## config.mk

```make
export PLATFORM = sky130hd
export DESIGN_NAME = data_bus_ctrl
export DESIGN_NICKNAME = d
export VERILOG_FILES = /design/src/rtl/data_bus_pkg.sv /design/src/rtl/data_bus_timer.sv /design/src/rtl/data_bus_ctrl.sv
export SDC_FILE = /design/constraint.sdc
export NUM_CORES = 1
export LEC_CHECK = 0
export BUFFER_PORTS_ARGS = -buffer_cell sky130_fd_sc_hd__buf_2
export CORE_UTILIZATION = 27
export CTS_CLUSTER_SIZE = 10
export DETAILED_ROUTE_END_ITERATION = 16
export SLEW_MARGIN = 20
export SYNTH_ARGS = -nofsm -noshare
export SYNTH_HDL_FRONTEND = slang
export SYNTH_HIERARCHICAL = 1
export SYNTH_SLANG_ARGS = --single-unit
```

## constraint.sdc

```tcl
create_clock -name Clock -period 2.4 [get_ports Clock]
set_clock_uncertainty 0.2 [all_clocks]
set_input_delay 0.48 -clock Clock [delete_from_list [all_inputs] [get_ports Clock]]
set_output_delay 0.48 -clock Clock [all_outputs]
set_load 0.01 [all_outputs]
```

## src/rtl/data_bus_pkg.sv

```systemverilog
// Shared types and constants for the multi-device data bus controller.
// Consumed by data_bus_ctrl and its testbench.
package data_bus_pkg;

    typedef enum logic [1:0] {
        IDLE   = 2'd0,
        ACCESS = 2'd1,
        RDLAT  = 2'd2,
        DONE   = 2'd3
    } state_e;

    localparam logic [3:0]  DEV_MEM      = 4'h0;
    localparam logic [3:0]  DEV_FP       = 4'h1;
    localparam logic [15:0] ERR_DATA_DEF = 16'hDEAD;

endpackage

```

## src/rtl/data_bus_timer.sv

```systemverilog
// Access watchdog for data_bus_ctrl: counts enabled cycles since the last clear.
// Only instantiated when DATA_BUS_TIMEOUT_EN is defined.
module data_bus_timer #(
    parameter int LIMIT = 255
) (
    input  logic clk,
    input  logic rst_n,
    input  logic clear,
    input  logic enable,
    output logic expired
);

    localparam int CW = $clog2(LIMIT + 1);

    logic [CW-1:0] count;

    always_ff @(posedge clk) begin
        if (!rst_n || clear) begin
            count <= '0;
        end else if (enable) begin
            count <= count + 1'b1;
        end
    end

    // Flags the cycle whose increment brings the count up to LIMIT.
    assign expired = enable && (count == CW'(LIMIT - 1));

endmodule

```

## src/rtl/data_bus_ctrl.sv

```systemverilog
// Multi-device data bus controller: decodes the device from the upper address bits
// and runs one registered transaction at a time. Optional watchdog: DATA_BUS_TIMEOUT_EN.
module data_bus_ctrl
    import data_bus_pkg::*;
#(
    parameter int                  DATA_W       = 16,
    parameter int                  ADDR_W       = 16,
    parameter int                  DEV_SEL_W    = 4,
    parameter int                  NUM_DEV      = 2,
    parameter logic [NUM_DEV-1:0]  SYNC_RD_MASK = 2'b01,
    parameter logic [DATA_W-1:0]   ERR_DATA     = ERR_DATA_DEF,
    parameter int                  TIMEOUT_CYC  = 255
) (
    input  logic                          Clock,
    input  logic                          Reset,
    input  logic                          ReadData,
    input  logic                          WriteData,
    input  logic [ADDR_W-1:0]             DataAddr,
    input  logic [DATA_W-1:0]             BusIn,
    output logic [DATA_W-1:0]             BusOut,
    output logic                          Waitreq,
    output logic                          BusErr,
    output logic [NUM_DEV-1:0]            DevRead,
    output logic [NUM_DEV-1:0]            DevWrite,
    output logic [ADDR_W-DEV_SEL_W-1:0]   DevAddr,
    output logic [DATA_W-1:0]             DevWdata,
    input  logic [NUM_DEV*DATA_W-1:0]     DevRdata,
    input  logic [NUM_DEV-1:0]            DevWait,
    output state_e                        dbg_state
);

    state_e               state, state_n;
    logic [DEV_SEL_W-1:0] idx_in, idx_q;
    logic                 is_write_q;
    logic                 req, req_bad;
    logic [NUM_DEV-1:0]   req_onehot;
    logic                 sel_wait, sel_sync;
    logic [DATA_W-1:0]    sel_rdata;
    logic                 timeout;

    assign req       = ReadData | WriteData;
    assign idx_in    = DataAddr[ADDR_W-1 -: DEV_SEL_W];
    assign req_bad   = (int'(idx_in) >= NUM_DEV) || (ReadData && WriteData);
    assign Waitreq   = req && (state != DONE);
    assign dbg_state = state;

    // Decode the incoming index for strobes, and the latched index for device responses.
    always_comb begin
        req_onehot = '0;
        sel_wait   = 1'b0;
        sel_sync   = 1'b0;
        sel_rdata  = '0;
        for (int i = 0; i < NUM_DEV; i++) begin
            if (idx_in == DEV_SEL_W'(i)) begin
                req_onehot[i] = 1'b1;
            end
            if (idx_q == DEV_SEL_W'(i)) begin
                sel_wait  = DevWait[i];
                sel_sync  = SYNC_RD_MASK[i];
                sel_rdata = DevRdata[i*DATA_W +: DATA_W];
            end
        end
    end

`ifdef DATA_BUS_TIMEOUT_EN
    data_bus_timer #(
        .LIMIT (TIMEOUT_CYC)
    ) u_timer (
        .clk     (Clock),
        .rst_n   (Reset),
        .clear   (state == IDLE),
        .enable  ((state == ACCESS) || (state == RDLAT)),
        .expired (timeout)
    );
`else
    logic unused_timeout_cfg;
    assign unused_timeout_cfg = ^TIMEOUT_CYC;
    assign timeout = 1'b0;
`endif

    always_comb begin
        state_n = state;
        unique case (state)
            IDLE: begin
                if (req) begin
                    state_n = req_bad ? DONE : ACCESS;
                end
            end
            ACCESS: begin
                if (sel_wait) begin
                    if (timeout) begin
                        state_n = DONE;
                    end
                end else begin
                    state_n = (is_write_q || !sel_sync) ? DONE : RDLAT;
                end
            end
            RDLAT:   state_n = DONE;
            DONE:    state_n = IDLE;
            default: state_n = IDLE;
        endcase
    end

    always_ff @(posedge Clock) begin
        if (!Reset) begin
            state      <= IDLE;
            BusOut     <= '0;
            BusErr     <= 1'b0;
            DevRead    <= '0;
            DevWrite   <= '0;
            DevAddr    <= '0;
            DevWdata   <= '0;
            idx_q      <= '0;
            is_write_q <= 1'b0;
        end else begin
            state <= state_n;
            case (state)
                IDLE: begin
                    if (req) begin
                        idx_q      <= idx_in;
                        DevAddr    <= DataAddr[ADDR_W-DEV_SEL_W-1:0];
                        DevWdata   <= BusIn;
                        is_write_q <= WriteData;
                        if (req_bad) begin
                            BusErr <= 1'b1;
                            BusOut <= ERR_DATA;
                        end else begin
                            DevRead  <= ReadData  ? req_onehot : '0;
                            DevWrite <= WriteData ? req_onehot : '0;
                        end
                    end
                end
                ACCESS: begin
                    if (state_n != ACCESS) begin
                        DevRead  <= '0;
                        DevWrite <= '0;
                        // Leaving while the device still waits can only be a watchdog abort.
                        if (sel_wait) begin
                            BusErr <= 1'b1;
                            BusOut <= ERR_DATA;
                        end else if (is_write_q) begin
                            BusErr <= 1'b0;
                        end else if (!sel_sync) begin
                            BusErr <= 1'b0;
                            BusOut <= sel_rdata;
                        end
                    end
                end
                RDLAT: begin
                    BusErr <= 1'b0;
                    BusOut <= sel_rdata;
                end
                default: ;
            endcase
        end
    end

endmodule

```

==> results of run 1 <==
==> metal layers <==
metal	track usage, %	vias to the layer above
li1	-	1345
met1	16.06	1199
met2	25.48	87
met3	4.216	11
met4	4.412	0
met5	0	-
==> flip-flops by register name, summed over array words and instances, names as in the netlist <==
register    cells
BusOut         16
DevWdata       16
DevAddr        12
idx_q           4
DevRead         2
DevWrite        2
dbg_state       2
BusErr          1
is_write_q      1
==> where the power goes <==
group | switching (mW) | internal (mW) | total [mW]
sequential | 0.137 | 1.17 | 1.30
clock | 0.333 | 0.421 | 0.754
combinational | 1.22 | 0.988 | 2.21
==> final timing paths <==
| path | slack (ns) | endpoint | cells past startpoint | from |
|---|---|---|---|---|
| max | -0.08 | BusOut[9]$_SDFFE_PN0P_ | 8 | idx_q[1]$_SDFFE_PN0P_ |
| min | 0.19 | DevAddr[3]$_SDFFE_PN0P_ | 3 | DataAddr[3] |
| max reg2reg | -0.08 | BusOut[9]$_SDFFE_PN0P_ | 8 | idx_q[1]$_SDFFE_PN0P_ |
| min reg2reg | 0.26 | DevWdata[4]$_SDFFE_PN0P_ | 2 | DevWdata[4]$_SDFFE_PN0P_ |
==> Yosys cell counts (3+ instances only) <==
cell and n:
nor3_1 4, nand3_1 10, or3_1 3, ha_1 6, nand2_1 78, a211oi_2 9, dfxtp_1 56, mux2_2 17
clkbuf_1 17, nor2_1 22, a21oi_1 48, inv_1 6, and3_1 3, o21ai_0 11
==> area by class of cell <==
class	count	area [um2]	area share, %
repair buffers	150	860.8	23.33
inverters	6	22.52	0.6104
well taps	129	161.4	4.374
multi-input cells	231	1384	37.50
clock inverters	3	68.82	1.865
flip-flops and latches	56	1124	30.45
clock buffers	5	68.82	1.865
==> cell families after synthesis <==
family                   share of synthesized area, %
adder cells (fa/ha/maj)                         3.317
XOR/XNOR                                       0.3415
AO/OA/AOI/OAI                                   20.00
multiplexers                                    7.463
flip-flops                                      43.71
AND/OR/NAND/NOR                                 20.59
buffers and inverters                           4.585
==> metrics by stage <==
| step | setup TNS, ns | instances | utilization (%) |
|---|---|---|---|
| after floorplan | 0 | 315 | - |
| after global placement | -0.4533 | 569 | 37.40 |
| after detailed placement | -0.7243 | 569 | 37.40 |
| after CTS | -0.5230 | 579 | 39.31 |
| after global routing | -1.739 | 580 | 39.93 |
| final | -0.6472 | 580 | 39.93 |
==> repair_timing <==
| action | CTS | global route |
|---|---|---|
| cloned | 1 | 1 |
| gates resized for setup | 2 | 14 |
| endpoints found under the hold margin | 0 | 0 |
| endpoints found under the setup margin | 12 | 21 |
| pin swaps | 1 | 0 |
| setup buffers | 1 | 1 |
==> critical path, cell delays in order, from the launching register on <==
cell       delay [ns]
dfxtp_2          0.33
or3_4            0.38
or4_4            0.42
a211o_1          0.32
a211oi_4         0.22
buf_6            0.15
clkbuf_16        0.16
nor2_4           0.03
a211oi_2         0.19
==> results.md, run 1 <==
- Worst-Margin Slew: between 0.4 and 0.5 ns
- GRT Overall Usage: 14.17%
- Worst-Skew Late Latency: 0.31 ns
- Clock slew at reported path FFs: 0.11 ns
- Highest metal used: met4
- Port bufs: around 120
- Yosys top cell area share: 43.71%
- PwrDens: 1156 nW/um2
- Post-synthesis sequential area ratio: 43.71%
- Final instance area: 3690 um2
- Largest cells by area after synthesis: dfxtp_1 (44%), nand2_1 (11%), a21oi_1 (9.4%)
- Routability cong.: a little over 0.9
- Routed length on met1: between 3 and 4 mm
- Initial antenna violation count: 0
- Total global routing overflow: 0
- Drt pass-1 iters: 4
- Cell variety after synth: 34
- Post-route clock period utilization: 103.3%
- Prevailing post-synth register cell: dfxtp_1
- First-pass GRT wire length: 11.21 mm
- Die Wd: 99.47 um
- Violated checks: negative setup slack
- DRC viols: 0
- Dpl ws: -0.09129 ns
- Mapped cell area: about 2600 um2
- Antenna-violating nets left: 0
- Vias after detailed routing: 2642
- Setup CP Type: reg -> reg
- Worst Setup Start Kind: flip-flop
- Chip height: 99.47 um
- Num CTS Buffers: 5
- Crit-path max FO: 8
- Worst VDD drop: 0.4617 mV
- Met2 Routed Length: 3.577 mm
- Post-DR wirelength/cell: about 12 um
- Cells after synthesis: ~320
- CTS root buffer: clkbuf_8
- Fill count: 956
- Dpl hpwl: between 5 and 6 mm
- Largest net degree at the start of global routing: 35
- YS warnings: 6
- Die area: 9893 um2
- Top Ports: between 100 and 150
- N_diodes: 0
- DRT iter0 DRCs: 52
- Layout Nets: 526
- Number of max-cap violations: 0
- Crit path time final: between 2 and 2.5 ns
- H-tree levels: 2
- Worst path required time: around 2.4 ns
- Met3 WL post-DR: 442 um
- HP Class: in -> reg
- DRT Wirelength: between 7 and 8 mm
- Slew HR: 70.07%
- Clk sink count: 56
- Post-Syn Nets: 391
- Status: finished with violations
- CTS tree: yes
- Max-slew violations: 0
- Synth Register Bits: 56
- Most frequent cells in the layout: buf_2 (121), nand2_1 (78), dfxtp_1 (54)
- Share of layout cells above drive strength 1: 44.35%
- Final hold viol count: 0
- Ys async rst share: 0%
- Hold buffers post-CTS: 0
- Pleak: roughly 1.7 nW
- Hold slack: 0.1897 ns
- Max Clock Freq: 0.4032 GHz
- Pwr Total: 4.264 mW
- Cell taking the most area after synthesis: dfxtp_1
- Placed Area: 3456 um2
- Via-to-Cell Ratio: 4.555
- Critical Path End Type: flip-flop
- Syn avg cell area: 8.143 um2
- Cell Rows: 35
- # setup viols final: 16
- Number of flops mapped to enable cells by yosys: 0
- Most common cell after layout, fill and taps aside: buf_2
- Core Area: 9240 um2
- Unrepaired setup endpoints after global routing: yes
- Clk buf depth: 2
- Number of global-route vias before repair: roughly 2500
- Initial core utilization: 27.76%
- Final setup margin: -0.08015 ns
- Worst Path Arrival: 2.52 ns
- Area Growth Syn to Fin: 43.85%
(Power assumes the default switching activity.)
==> run 2, diff against run 1 <==
- PLACE_DENSITY: default -> 0.55
==> run 2 against run 1 <==
The run still ends with negative setup slack left. Clock power fell by 30%. Global-route usage rose by 0.24 points. Core utilization barely moved. Count of clock-buffer cells in the layout rose by 1. Hold slack improved by 0.0076 ns. Wire length rose by 1.2%. Sequential share of layout area barely moved. Critical endpoint is now BusOut[7]$_SDFFE_PN0P_. Power fell by 4.2%. Critical path depth did not move. Worst setup slack improved by 0.0088 ns. Maximum frequency rose by 0.36%. Highest routed layer unchanged.
==> results.md, run 2 (same netlist as run 1, synthesis figures left out) <==
- Core Area: 9240 um2 (unchanged)
- Antenna-violating nets left: 0 (unchanged)
- Worst Path Arrival: 2.51 ns (was 2.52 ns)
- Die Wd: 99.47 um (unchanged)
- Most frequent cells in the layout: buf_2 (121), nand2_1 (78), dfxtp_1 (55) (was buf_2 (121), nand2_1 (78), dfxtp_1 (54))
- Worst-Margin Slew: 0.3997 ns (was 0.4489 ns)
- Worst r2r src: idx_q[1]$_SDFFE_PN0P_ (unchanged)
- Max Clock Freq: 0.4046 GHz (was 0.4032 GHz)
- Post-DR wirelength/cell: 12.45 um (was 12.36 um)
- Switching Share: 41.41% (was 39.60%)
- Hold Crit Start: BusIn[15] (was DataAddr[3])
- Crit path time final: 2.471 ns (was 2.480 ns)
- Port bufs: 121 (unchanged)
- Pint: 2.392 mW (was 2.575 mW)
- Number of global-route vias before repair: 2521 (was 2486)
- Share of layout cells above drive strength 1: 45.37% (was 44.35%)
- Violated checks: negative setup slack (unchanged)
- Worst Setup Start Kind: flip-flop (unchanged)
- Most common cell after layout, fill and taps aside: buf_2 (unchanged)
- Clk sink count: 56 (unchanged)
- Via-to-Cell Ratio: 4.588 (was 4.555)
- CTS tree: yes (unchanged)
- P_sw: 1.691 mW (was 1.689 mW)
- Dpl ws: -0.1015 ns (was -0.09129 ns)
- Drt pass-1 iters: 4 (unchanged)
- Register share of total power: 31.7% (was 30.6%)
- Slew HR: 73.26% (was 70.07%)
- Clock slew at reported path FFs: 0.10 ns (was 0.11 ns)
- Dpl hpwl: 5.114 mm (was 5.108 mm)
- Pwr Total: 4.083 mW (was 4.264 mW)
- Regs by FF count: BusOut: 16 flops, DevWdata: 16 flops, DevAddr: 12 flops (unchanged)
- Post-route clock period utilization: 103.0% (was 103.3%)
- First-pass GRT wire length: 11.61 mm (was 11.21 mm)
- DP Cell Count: 571 (was 569)
- Total global routing overflow: 0 (unchanged)
- Comb power frac: 55.3% (was 51.7%)
- Reg2Reg Depth: 8 (unchanged)
- Vias after detailed routing: 2675 (was 2642)
- CP startpoint: idx_q[1]$_SDFFE_PN0P_ (unchanged)
- Clk buf depth: 2 (unchanged)
- Initial core utilization: 27.76% (unchanged)
- Status: finished with violations (unchanged)
- PwrDens: 1107 nW/um2 (was 1156 nW/um2)
- Worst-Skew Late Latency: 0.30 ns (was 0.31 ns)
- Hold slack: 0.1973 ns (was 0.1897 ns)
- Final setup margin: -0.07134 ns (was -0.08015 ns)
- Die area: 9893 um2 (unchanged)
- Routability cong.: 0.8906 (was 0.9081)
- # setup viols final: 16 (unchanged)
- Num CTS Buffers: 5 (unchanged)
- DRT Wirelength: 7.260 mm (was 7.171 mm)
- Pleak: 1.680 nW (was 1.688 nW)
- Fill count: 987 (was 956)
- Cell Rows: 35 (unchanged)
- Crit-path max FO: 7 (was 8)
- Final hold viol count: 0 (unchanged)
- Hold buffers post-CTS: 0 (unchanged)
- HP Class: in -> reg (unchanged)
- Initial antenna violation count: 0 (unchanged)
- Largest net degree at the start of global routing: 40 (was 35)
- Max-slew violations: 0 (unchanged)
- DRC viols: 0 (unchanged)
- CTS root buffer: clkbuf_8 (unchanged)
- DRT iter0 DRCs: 92 (was 52)
- H-tree levels: 2 (unchanged)
- Chip height: 99.47 um (unchanged)
- Worst flop-to-flop path endpoint: BusOut[7]$_SDFFE_PN0P_ (was BusOut[9]$_SDFFE_PN0P_)
- Critical Path End Type: flip-flop (unchanged)
- Area Growth Syn to Fin: 43.80% (was 43.85%)
- Layout Nets: 529 (was 526)
- Worst VDD drop: 0.3639 mV (was 0.4617 mV)
- Worst Hold Endpoint: DevWdata[15]$_SDFFE_PN0P_ (was DevAddr[3]$_SDFFE_PN0P_)
- Reg-to-reg slack, setup: -0.07 ns (was -0.08 ns)
- GRT Overall Usage: 14.41% (was 14.17%)
- Clock share of power: 13.0% (was 17.7%)
- Worst hold path cell count: 3 (unchanged)
- Worst path required time: 2.44 ns (about the same)
- Final core utilization: 39.92% (was 39.93%)
- Setup CP Type: reg -> reg (unchanged)
- Unrepaired setup endpoints after global routing: yes (unchanged)
- N_diodes: 0 (unchanged)
- Number of max-cap violations: 0 (unchanged)
- Finished Layout Cells: 583 (was 580)
- Top Ports: 122 (unchanged)
run 2: area by class of cell:
class / instances / area (um2) / share of cell area, %
clock buffers: 6 / 72.57 / 1.967
clock inverters: 2 / 16.27 / 0.4410
inverters: 6 / 22.52 / 0.6106
multi-input cells: 231 / 1390 / 37.69
flip-flops and latches: 56 / 1122 / 30.43
well taps: 129 / 161.4 / 4.376
repair buffers: 153 / 903.4 / 24.49
run 2: critical path, cell delays in order, from the launching register on:
cell	delay [ns]
dfxtp_2	0.33
or3_4	0.37
or4_4	0.42
a211o_1	0.33
a211oi_4	0.22
buf_6	0.16
clkbuf_16	0.16
nor2_2	0.04
a211oi_2	0.17
run 2: how the worst max path moves through the flow:
stage	endpoint	slack [ns]	cells after the start
after floorplan	BusOut[0]$_SDFFE_PN0P_	0.0007	8
after global placement	BusOut[3]$_SDFFE_PN0P_	-0.05	8
after detailed placement	BusOut[10]$_SDFFE_PN0P_	-0.10	7
after CTS	BusOut[8]$_SDFFE_PN0P_	-0.08	7
after global routing	BusOut[8]$_SDFFE_PN0P_	-0.13	9
final	BusOut[7]$_SDFFE_PN0P_	-0.07	8
run 2: power by group through the flow:
stage	registers, mW	clock network [mW]	logic (mW)
final	1.29	0.529	2.26
after global routing	1.32	0.594	2.49
after CTS	1.28	0.560	2.16
after detailed placement	1.30	0	2.01
after global placement	1.30	0	1.98
after floorplan	1.41	0	1.17
run 2: through the flow:
| stage | setup TNS, ns | cell area [um2] |
|---|---|---|
| detailed placement | -1.071 | 3483 |
| CTS | -1.025 | 3622 |
| floorplan | 0 | 2574 |
| finish | -0.7813 | 3689 |
| global route | -1.854 | 3689 |
| global placement | -0.4720 | 3483 |
run 2: timing repair:
action | 4_1_cts | 5_1_grt
setup buffers | 2 | 2
endpoints found under the setup margin | 16 | 21
pin swaps | 1 | 4
gates cloned | 1 | 1
resized for setup | 3 | 21
run 2: per-layer routing:
| metal | up-vias | global-route usage [%] | wire length, um |
|---|---|---|---|
| li1 | 1356 | - | - |
| met1 | 1230 | 17.78 | 3262 |
| met2 | 84 | 25.00 | 3474 |
| met3 | 5 | 3.795 | 487 |
| met4 | 0 | 3.394 | 36 |
| met5 | - | 0 | 0 |
==> run 3, diff against run 2 <==
- SETUP_SLACK_MARGIN: default -> 0.2
==> run 3 against run 2 <==
The flow still finishes with violations (negative setup slack). Wire length is 2.3% lower. Final area is 0.31% lower. Combinational power hardly changed.
==> results.md, run 3 (same netlist as run 1, synthesis figures left out) <==
- N_diodes: 0 (unchanged)
- Sum of negative setup slack: -0.5043 ns (was -0.7813 ns)
- Placed Area: 3457 um2 (was 3483 um2)
- Clock slew at reported path FFs: 0.10 ns (about the same)
- Core Area: 9240 um2 (unchanged)
- Regs by FF count: BusOut: 16 flops, DevWdata: 16 flops, DevAddr: 12 flops (unchanged)
- Layer with the highest usage: met2 (unchanged)
- Worst-Margin Slew: 0.3901 ns (was 0.3997 ns)
- Worst Path Arrival: 2.44 ns (was 2.51 ns)
- Crit path time final: 2.451 ns (was 2.471 ns)
- Dpl hpwl: 5.117 mm (was 5.114 mm)
- PwrDens: 1141 nW/um2 (was 1107 nW/um2)
- Reg-to-reg slack, setup: -0.05 ns (was -0.07 ns)
- Number of global-route vias before repair: 2393 (was 2521)
- Critical Path End Type: flip-flop (unchanged)
- Initial core utilization: 27.76% (unchanged)
- First-pass GRT wire length: 11.10 mm (was 11.61 mm)
- Finished Layout Cells: 581 (was 583)
- # setup viols final: 16 (unchanged)
- Clk sink count: 56 (unchanged)
- Final core utilization: 39.80% (was 39.92%)
- Hold buffers post-CTS: 0 (unchanged)
- Met3 Usage GRT: 4.146% (was 3.795%)
- Top Ports: 122 (unchanged)
- DP Cell Count: 568 (was 571)
- DRT iter0 DRCs: 58 (was 92)
- GRT Overall Usage: 13.76% (was 14.41%)
- Antenna-violating nets left: 0 (unchanged)
- Total global routing overflow: 0 (unchanged)
- Number of max-cap violations: 0 (unchanged)
- Post-route clock period utilization: 102.1% (was 103.0%)
- Final hold viol count: 0 (unchanged)
- Post-DR wirelength/cell: 12.21 um (was 12.45 um)
- Worst path required time: 2.39 ns (was 2.44 ns)
- Vias after detailed routing: 2623 (was 2675)
- Most frequent cells in the layout: buf_2 (121), nand2_1 (78), dfxtp_1 (56) (was buf_2 (121), nand2_1 (78), dfxtp_1 (55))
- Routability cong.: 0.9064 (was 0.8906)
- Most common cell after layout, fill and taps aside: buf_2 (unchanged)
- Die Wd: 99.47 um (unchanged)
- Area Growth Syn to Fin: 43.37% (was 43.80%)
- Die area: 9893 um2 (unchanged)
- Via-to-Cell Ratio: 4.515 (was 4.588)
- CTS tree: yes (unchanged)
- Worst Setup Start Kind: flip-flop (unchanged)
- H-tree levels: 2 (unchanged)
- Chip height: 99.47 um (unchanged)
- Pwr Total: 4.197 mW (was 4.083 mW)
- Final setup margin: -0.05100 ns (was -0.07134 ns)
- Status: finished with violations (unchanged)
- Setup CP Type: reg -> reg (unchanged)
- CTS root buffer: clkbuf_8 (unchanged)
- Crit-path max FO: 8 (was 7)
- Max Clock Freq: 0.4080 GHz (was 0.4046 GHz)
- Met2 Use GR: 23.29% (was 25.00%)
- Initial antenna violation count: 0 (unchanged)
- DRT Wirelength: 7.092 mm (was 7.260 mm)
- Largest net degree at the start of global routing: 34 (was 40)
- DRC viols: 0 (unchanged)
- Met1 GRT Util: 17.14% (was 17.78%)
- Worst VDD drop: 0.4048 mV (was 0.3639 mV)
- Port bufs: 121 (unchanged)
- Cell Rows: 35 (unchanged)
- Clk buf depth: 2 (unchanged)
- HP Class: in -> reg (unchanged)
- Layout Nets: 527 (was 529)
- Worst-Skew Late Latency: 0.30 ns (about the same)
- Unrepaired setup endpoints after global routing: yes (unchanged)
- Final instance area: 3677 um2 (was 3689 um2)
- Drt pass-1 iters: 4 (unchanged)
- Slew HR: 73.90% (was 73.26%)
- Max-slew violations: 0 (unchanged)
- Pleak: 1.696 nW (was 1.680 nW)
- Share of layout cells above drive strength 1: 42.70% (was 45.37%)
- Fill count: 977 (was 987)
- Num CTS Buffers: 5 (unchanged)
- Violated checks: negative setup slack (unchanged)
## run 3: cell count changes in the layout (fill, tap and decap cells not counted), moves of 2 or more
cell / delta
nor2_1: +5
nor2_4: -2
nor2_2: -3
buf_6: -2
o21ai_1: -3
o21ai_0: +3
## run 3: cell type report
class	count	area, um2	area share (%)
clock buffers	6	72.57	1.973
clock inverters	2	38.79	1.055
inverters	6	22.52	0.6125
multi-input cells	231	1355	36.85
flip-flops and latches	56	1121	30.49
well taps	129	161.4	4.389
repair buffers	151	905.9	24.63
## run 3: where the power goes
part | switching [mW] | internal, mW | leakage, nW
sequential | 0.119 | 1.16 | 0.461
clock | 0.311 | 0.316 | 0.0558
combinational | 1.21 | 1.08 | 1.18
## run 3: critical path, cell delays in order (launching register included)
cell       delay, ns
dfxtp_1         0.32
or3_4           0.38
or4_4           0.42
a211o_1         0.31
a211oi_4        0.22
buf_6           0.15
buf_6           0.12
clkbuf_16       0.15
a211oi_1        0.06
## run 3: per-stage QoR
step,worst slack (ns),hold slack (ns)
floorplan,0.01558,0.2484
global route,-0.1216,0.1841
CTS,-0.06177,0.1850
global placement,-0.02836,0.2393
finish,-0.05100,0.1996
detailed placement,-0.1198,0.2463
## run 3: final timing paths
path	cells past startpoint	start	end
setup / recovery	8	idx_q[1]$_SDFFE_PN0P_	BusOut[15]$_SDFFE_PN0P_
hold / removal	3	BusIn[3]	DevWdata[3]$_SDFFE_PN0P_
setup reg to reg	8	idx_q[1]$_SDFFE_PN0P_	BusOut[15]$_SDFFE_PN0P_
hold reg to reg	2	DevAddr[9]$_SDFFE_PN0P_	DevAddr[9]$_SDFFE_PN0P_
## run 3: layer usage
metal	vias to the layer above	part of all wire, %
li1	1348	-
met2	75	46
met4	0	0.66
met1	1196	46
met5	-	0
met3	4	7.0
## run 3: timing repair
action                                  4_1_cts  5_1_grt
pin swaps                                     3        0
setup buffers                                 1        1
gates resized for setup                       3        2
gates cloned                                  1        2
endpoints found under the setup margin       21       21
